[config.mk]
export PLATFORM = sky130hd
export DESIGN_NAME = adsr_envelope_stage
export DESIGN_NICKNAME = d
export VERILOG_FILES = /design/src/rtl/adsr_envelope_stage.sv
export SDC_FILE = /design/constraint.sdc
export NUM_CORES = 1
export LEC_CHECK = 0
export ABC_AREA = 1
export CORE_MARGIN = 2
export CORE_UTILIZATION = 67
export CTS_BUF_LIST = sky130_fd_sc_hd__clkbuf_2
export DETAILED_ROUTE_END_ITERATION = 16
export GPL_TIMING_DRIVEN = 0
export MAX_ROUTING_LAYER = met4
export PLACE_DENSITY_LB_ADDON = 0.15
export SETUP_SLACK_MARGIN = 0.4
export SYNTH_ARGS = -nofsm -noshare
export SYNTH_HDL_FRONTEND = slang
export SYNTH_SLANG_ARGS = --single-unit
export TNS_END_PERCENT = 10
[constraint.sdc]
create_clock -name clk -period 13.02 [get_ports clk]
set_clock_uncertainty 0.05 [all_clocks]
set_input_delay 2.604 -clock clk [delete_from_list [all_inputs] [get_ports clk]]
set_output_delay 2.604 -clock clk [all_outputs]
set_load 0.02 [all_outputs]
[src/rtl/adsr_envelope_stage.sv]
// ---------------------------------------------------------------------------
// adsr_envelope_stage
//
// Purpose:
//    Applies a piecewise-linear ADSR gain to the unsigned oscillator sample.
//    The envelope level and state only move on the sample-rate strobe `tick`.
//    The wave x level multiply runs every clock through a two-stage pipeline
//    feeding the voice mixer / DAC path.
//
// Ports:
//    clk            system clock
//    rst            synchronous, active-high reset
//    tick           envelope update strobe (one-cycle pulse)
//    gate           note on (1) / note off (0)
//    attack_step    level increment per tick in ATTACK (0 behaves as 1)
//    decay_step     level decrement per tick in DECAY (0 behaves as 1)
//    sustain_level  hold level in SUSTAIN, tracked live
//    release_step   level decrement per tick in RELEASE (0 behaves as 1)
//    wave_in        unsigned oscillator sample
//    sample_out     enveloped sample, 2 cycles after wave_in / env_level
//    env_level      current envelope level
//    env_state      IDLE=0, ATTACK=1, DECAY=2, SUSTAIN=3, RELEASE=4
//    busy           high whenever env_state is not IDLE
//
// Configuration:
//    ADSR_RETRIGGER_EN  when defined, a gate rising edge seen on a tick in
//                       DECAY, SUSTAIN or RELEASE restarts ATTACK from the
//                       current level instead of being ignored.
// ---------------------------------------------------------------------------
module adsr_envelope_stage #(
    parameter int DATA_WIDTH = 16,
    parameter int ENV_WIDTH  = 16
) (
    input  logic                  clk,
    input  logic                  rst,
    input  logic                  tick,
    input  logic                  gate,
    input  logic [ENV_WIDTH-1:0]  attack_step,
    input  logic [ENV_WIDTH-1:0]  decay_step,
    input  logic [ENV_WIDTH-1:0]  sustain_level,
    input  logic [ENV_WIDTH-1:0]  release_step,
    input  logic [DATA_WIDTH-1:0] wave_in,
    output logic [DATA_WIDTH-1:0] sample_out,
    output logic [ENV_WIDTH-1:0]  env_level,
    output logic [2:0]            env_state,
    output logic                  busy
);

    localparam int PROD_WIDTH = DATA_WIDTH + ENV_WIDTH;
    localparam logic [ENV_WIDTH-1:0] LEVEL_MAX = {ENV_WIDTH{1'b1}};
    localparam logic [ENV_WIDTH-1:0] LEVEL_ONE = {{(ENV_WIDTH-1){1'b0}}, 1'b1};

`ifdef ADSR_RETRIGGER_EN
    localparam logic RETRIGGER_EN = 1'b1;
`else
    localparam logic RETRIGGER_EN = 1'b0;
`endif

    typedef enum logic [2:0] {
        IDLE    = 3'd0,
        ATTACK  = 3'd1,
        DECAY   = 3'd2,
        SUSTAIN = 3'd3,
        RELEASE = 3'd4
    } state_t;

    state_t                 state;
    state_t                 next_state;
    logic [ENV_WIDTH-1:0]   next_level;
    logic                   gate_prev;
    logic [PROD_WIDTH-1:0]  product_q;

    logic [ENV_WIDTH-1:0]   attack_eff;
    logic [ENV_WIDTH-1:0]   decay_eff;
    logic [ENV_WIDTH-1:0]   release_eff;
    logic [ENV_WIDTH:0]     attack_sum;
    logic [ENV_WIDTH:0]     decay_diff;
    logic [ENV_WIDTH:0]     release_diff;
    logic                   attack_full;
    logic                   decay_done;
    logic                   release_done;
    logic [ENV_WIDTH-1:0]   attack_level;
    logic [ENV_WIDTH-1:0]   release_level;
    logic                   retrigger;

    assign env_state = state;

    // Saturating step arithmetic shared by every state. All sums and
    // differences carry one extra bit so a carry (attack overshoot) or a
    // borrow (decay/release underflow) is visible instead of wrapping.
    // A zero step is promoted to one so the envelope can never stall.
    always_comb begin
        attack_eff    = (attack_step  == '0) ? LEVEL_ONE : attack_step;
        decay_eff     = (decay_step   == '0) ? LEVEL_ONE : decay_step;
        release_eff   = (release_step == '0) ? LEVEL_ONE : release_step;

        attack_sum    = {1'b0, env_level} + {1'b0, attack_eff};
        decay_diff    = {1'b0, env_level} - {1'b0, decay_eff};
        release_diff  = {1'b0, env_level} - {1'b0, release_eff};

        attack_full   = (attack_sum >= {1'b0, LEVEL_MAX});
        attack_level  = attack_full ? LEVEL_MAX : attack_sum[ENV_WIDTH-1:0];
        decay_done    = decay_diff[ENV_WIDTH] ||
                        (decay_diff[ENV_WIDTH-1:0] <= sustain_level);
        release_done  = release_diff[ENV_WIDTH] ||
                        (release_diff[ENV_WIDTH-1:0] == '0);
        release_level = release_done ? '0 : release_diff[ENV_WIDTH-1:0];

        // A rising gate only counts when retriggering is built in.
        retrigger     = RETRIGGER_EN & gate & ~gate_prev;
    end

    // Envelope next-state decision, evaluated only on tick cycles. Gate low
    // is checked first in every sounding state so a note-off always beats a
    // same-tick ATTACK->DECAY or DECAY->SUSTAIN hand-over. A retrigger keeps
    // the current level and adds the attack step on the same tick, so there
    // is no audible drop to zero.
    always_comb begin
        next_state = state;
        next_level = env_level;
        if (tick) begin
            case (state)
                IDLE: begin
                    next_level = '0;
                    if (gate) begin
                        next_state = ATTACK;
                        next_level = attack_level;
                    end
                end
                ATTACK: begin
                    if (!gate) begin
                        next_state = RELEASE;
                        next_level = release_level;
                    end else if (attack_full) begin
                        next_state = DECAY;
                        next_level = LEVEL_MAX;
                    end else begin
                        next_level = attack_level;
                    end
                end
                DECAY: begin
                    if (!gate) begin
                        next_state = RELEASE;
                        next_level = release_level;
                    end else if (retrigger) begin
                        next_state = ATTACK;
                        next_level = attack_level;
                    end else if (decay_done) begin
                        next_state = SUSTAIN;
                        next_level = sustain_level;
                    end else begin
                        next_level = decay_diff[ENV_WIDTH-1:0];
                    end
                end
                SUSTAIN: begin
                    if (!gate) begin
                        next_state = RELEASE;
                        next_level = release_level;
                    end else if (retrigger) begin
                        next_state = ATTACK;
                        next_level = attack_level;
                    end else begin
                        next_level = sustain_level;
                    end
                end
                RELEASE: begin
                    if (retrigger) begin
                        next_state = ATTACK;
                        next_level = attack_level;
                    end else if (release_done) begin
                        next_state = IDLE;
                        next_level = '0;
                    end else begin
                        next_level = release_level;
                    end
                end
                default: begin
                    next_state = IDLE;
                    next_level = '0;
                end
            endcase
        end
    end

    // All state lives here: envelope FSM, registered busy flag, the gate
    // history used for edge detection, and the two-stage multiply pipeline.
    // busy is derived from next_state so it always agrees with env_state.
    // The output stage keeps the top DATA_WIDTH bits of the product, which
    // makes full scale 0xFFFF * 0xFFFF land on 0xFFFE.
    always_ff @(posedge clk) begin
        if (rst) begin
            state      <= IDLE;
            env_level  <= '0;
            busy       <= 1'b0;
            gate_prev  <= 1'b0;
            product_q  <= '0;
            sample_out <= '0;
        end else begin
            state      <= next_state;
            env_level  <= next_level;
            busy       <= (next_state != IDLE);
            if (tick) begin
                gate_prev <= gate;
            end
            product_q  <= PROD_WIDTH'(wave_in) * PROD_WIDTH'(env_level);
            sample_out <= DATA_WIDTH'(product_q >> ENV_WIDTH);
        end
    end

endmodule

==> metrics.md <==
| Metric | Value |
|---|---|
| Synth Warn # | `0` |
| Core area | `0.02182 sq mm` |
| Dominant synthesized flop cell | `dfxtp_1` |
| DRC Markers | `0` |
| Period utilisation layout | `0.7084` |
| Vias in the first global route | `14,830` |
| CP required | `13.48 ns` |
| Worst setup slack after layout | `3.796 ns` |
| Placed cell areas | `0.01626 sq mm` |
| PnR Total Power | `1.064 mW` |
| Nets | `2,804` |
| Max-slew violations | `0` |
| First-pass detailed-route iteration total | `6` |
| Simple logic cell fraction of the synthesized area | `0.2620` |
| Avg WL per Cell | `17.44 um` |
| Clock buffer depth | `2` |
| Status | `finished clean` |
| Max FO, Critical Path | `10` |
| Final setup fails | `0` |
| Final Hold Vio Count | `0` |
| Initial core utilization | `0.6811` |
| Cell Area, Synth | `0.01486 sq mm` |
| Number of port buffers | `104` |
| Worst setup EP type | `flip-flop` |
| Clock H-tree levels | `2` |
| Hold_buf cts | `0` |
| Synth area leader | `fa_1` |
| Fraction of layout cells with a size suffix above 1 | `0.02500` |
| Sum Neg Setup Slack | `0 ns` |
| Tot GR Track Use | `0.4111` |
| Die height | `152.9 um` |
| Leakage | `9.106 nW` |
| Io pins | `120` |
| Pin count of the biggest net entering global routing | `16` |
| Die width | `152.9 um` |
| Synth area leaders | `fa_1, nand2_1, ha_1` |
| Clock net sink count | `52` |
| Fraction of registers with async set/reset | `0` |
| RSZ-0062 raised after global routing | `false` |
| First-pass GRT wire length | `73.82 mm` |
| Adder-cell share of the synthesized area | `0.4029` |
| Placer Congestion | `0.9929` |
| Die area | `0.02339 sq mm` |
| Crit path kind | `in2reg` |
| Top cells by count, synth | `nand2_1, inv_1, fa_1` |
| CTS buffer count | `5` |
| Vias/cell | `5.559` |
| Root Buffer | `clkbuf_2` |
| Number of synthesized flops with an enable pin | `0` |
| Syn_nets | `2,693` |
| Max Clk Rate | `108.4 MHz` |
| Routed Antenna Nets | `0` |
| Worst vdd ir | `0.08335 mV` |
| # Max-Cap Violations | `0` |
| Min cycle time layout | `9.224 ns` |
| DP HPWL | `39.25 mm` |
| Postcts setup bufs | `0` |
| Post-route cell area | `0.01632 sq mm` |
| Synth Area in XOR/XNOR | `0.01296` |
| Share of the synthesized area in the top cell type | `0.2640` |
| Multiplexer share of the synthesized area | `0` |
| CTS tree | `built` |
| Critical Path AT | `9.68 ns` |
| Hold WC Path Type | `reg2reg` |
| Drt total wl | `46.07 mm` |
| Initial antenna violation count | `1` |
| Post-synthesis sequential area ratio | `0.07003` |
| Post-cts resize count | `0` |
| Worst-Skew Late Latency | `0.55 ns` |
| Cell with the most instances after synthesis | `nand2_1` |
| Area Growth Syn to Fin | `9.815%` |
| Vias | `14,680` |
| Relative slew slack | `0.06336` |
| Complex-gate fraction of the synthesized area | `0.08468` |
| Dpl ws | `3.420 ns` |
| Syn Area/Cell | `6.612 sq um` |
| Initial DRC Count | `1,199` |
| Startpoint Class | `primary input` |
| Post-Syn Instances | `2,248` |
| Pwr Density | `65.19 mW/mm^2` |
| Worst slew pin tran | `1.387 ns` |
| Seq cells post-synth | `52` |
| Overflow after GRT | `0` |
| Library cells used by synthesis | `48` |
| # rows | `54` |
| Largest family of logic cells by synthesized area | `adder cells` |
| Clk slew on worst S/H paths | `0.30 ns` |
[state kept, by name (all words and copies together), names as in the netlist]
name / cells
busy: 1
env_level: 16
env_state: 3
product_q: 16
sample_out: 16
[power by group]
group | leakage (nW) | internal, mW | switching (mW)
clock | 0.0430 | 0.0329 | 0.0624
combinational | 8.64 | 0.281 | 0.487
sequential | 0.425 | 0.182 | 0.0196
total | 9.11 | 0.496 | 0.569
[cell usage in the layout (no fill, tap or decap), types with 3 or more instances in the layout]
cell type,instances
a21oi_1,112
ha_1,165
nand2_1,680
o211ai_1,7
xnor2_1,11
o21a_1,8
nand3b_1,5
nand3_1,79
buf_6,3
a21oi_2,7
nor4_1,12
dfxtp_1,52
fa_1,196
a21o_1,3
nor2_1,109
nor2_2,4
inv_1,542
clkdlybuf4s50_1,104
nand2_2,11
o21bai_1,3
a41o_1,3
clkbuf_1,88
inv_2,5
and2_1,3
buf_2,5
nand3_2,6
o2111ai_1,8
xor2_1,11
nor3_1,14
clkbuf_2,6
a31oi_1,4
nand4_1,16
o21ai_1,3
o21ai_0,51
[stage by stage]
stage | hold slack, ns | utilization | std cells
3_5_place_dp | 0.3463 | 0.7449 | 2632
4_1_cts | 0.3733 | 0.7479 | 2640
3_3_place_gp | 0.3458 | 0.7449 | 2632
6_report | 0.3752 | 0.7480 | 2641
2_1_floorplan | 0.3383 | - | 2248
5_1_grt | 0.4068 | 0.7480 | 2641
[per-layer routing]
layer	global-route usage	wire length (um)	up-vias
met3	0.05812	3819	186
met2	0.6782	21520	755
met4	0.2451	3368	0
met1	0.4796	17360	6769
met5	-	0	-
li1	-	-	6971
[cell families after synthesis]
logic type	Yosys count
compound gates	218
xor+xnor	22
fa+ha+maj	361
buf+inv	649
flops	52
simple gates	946
[worst max-delay path: stages]
cell and delay [ns]:
clkbuf_1 0.44, clkbuf_1 0.61, nand2_1 0.19, fa_1 0.54, inv_1 0.06, fa_1 0.55, inv_1 0.06, fa_1 0.48
fa_1 0.56, inv_1 0.05, fa_1 0.48, inv_1 0.05, fa_1 0.49, inv_1 0.05, ha_1 0.31, nand2_1 0.13
nor2_1 0.18, nand4_1 0.11, o311ai_0 1.17, a21o_1 0.27, a21oi_1 0.10, nand2_1 0.06, nand2_1 0.04, nor2_1 0.10
[path summary, 6_finish.rpt]
kind                                    start            end  slack (ns)  cells after the start
worst max register to register   env_level[1]  product_q[29]        5.21                     24
worst min register to register  product_q[21]  sample_out[5]        0.38                      2
worst max-delay path               wave_in[9]  product_q[29]        3.80                     24
worst min-delay path            product_q[21]  sample_out[5]        0.38                      2
[final cells by class]
cell class,instances,area (sq um)
tap,280,350.3
buffer,101,431.7
multi-input combinational,1547,11330
inverter,548,2057
clock buffer,6,30.03
timing repair buffer,104,1041
antenna,1,2.502
clock inverter,2,35.03
fill,1682,5500
sequential,52,1041
No activity file was read; power rests on OpenSTA's default activity.
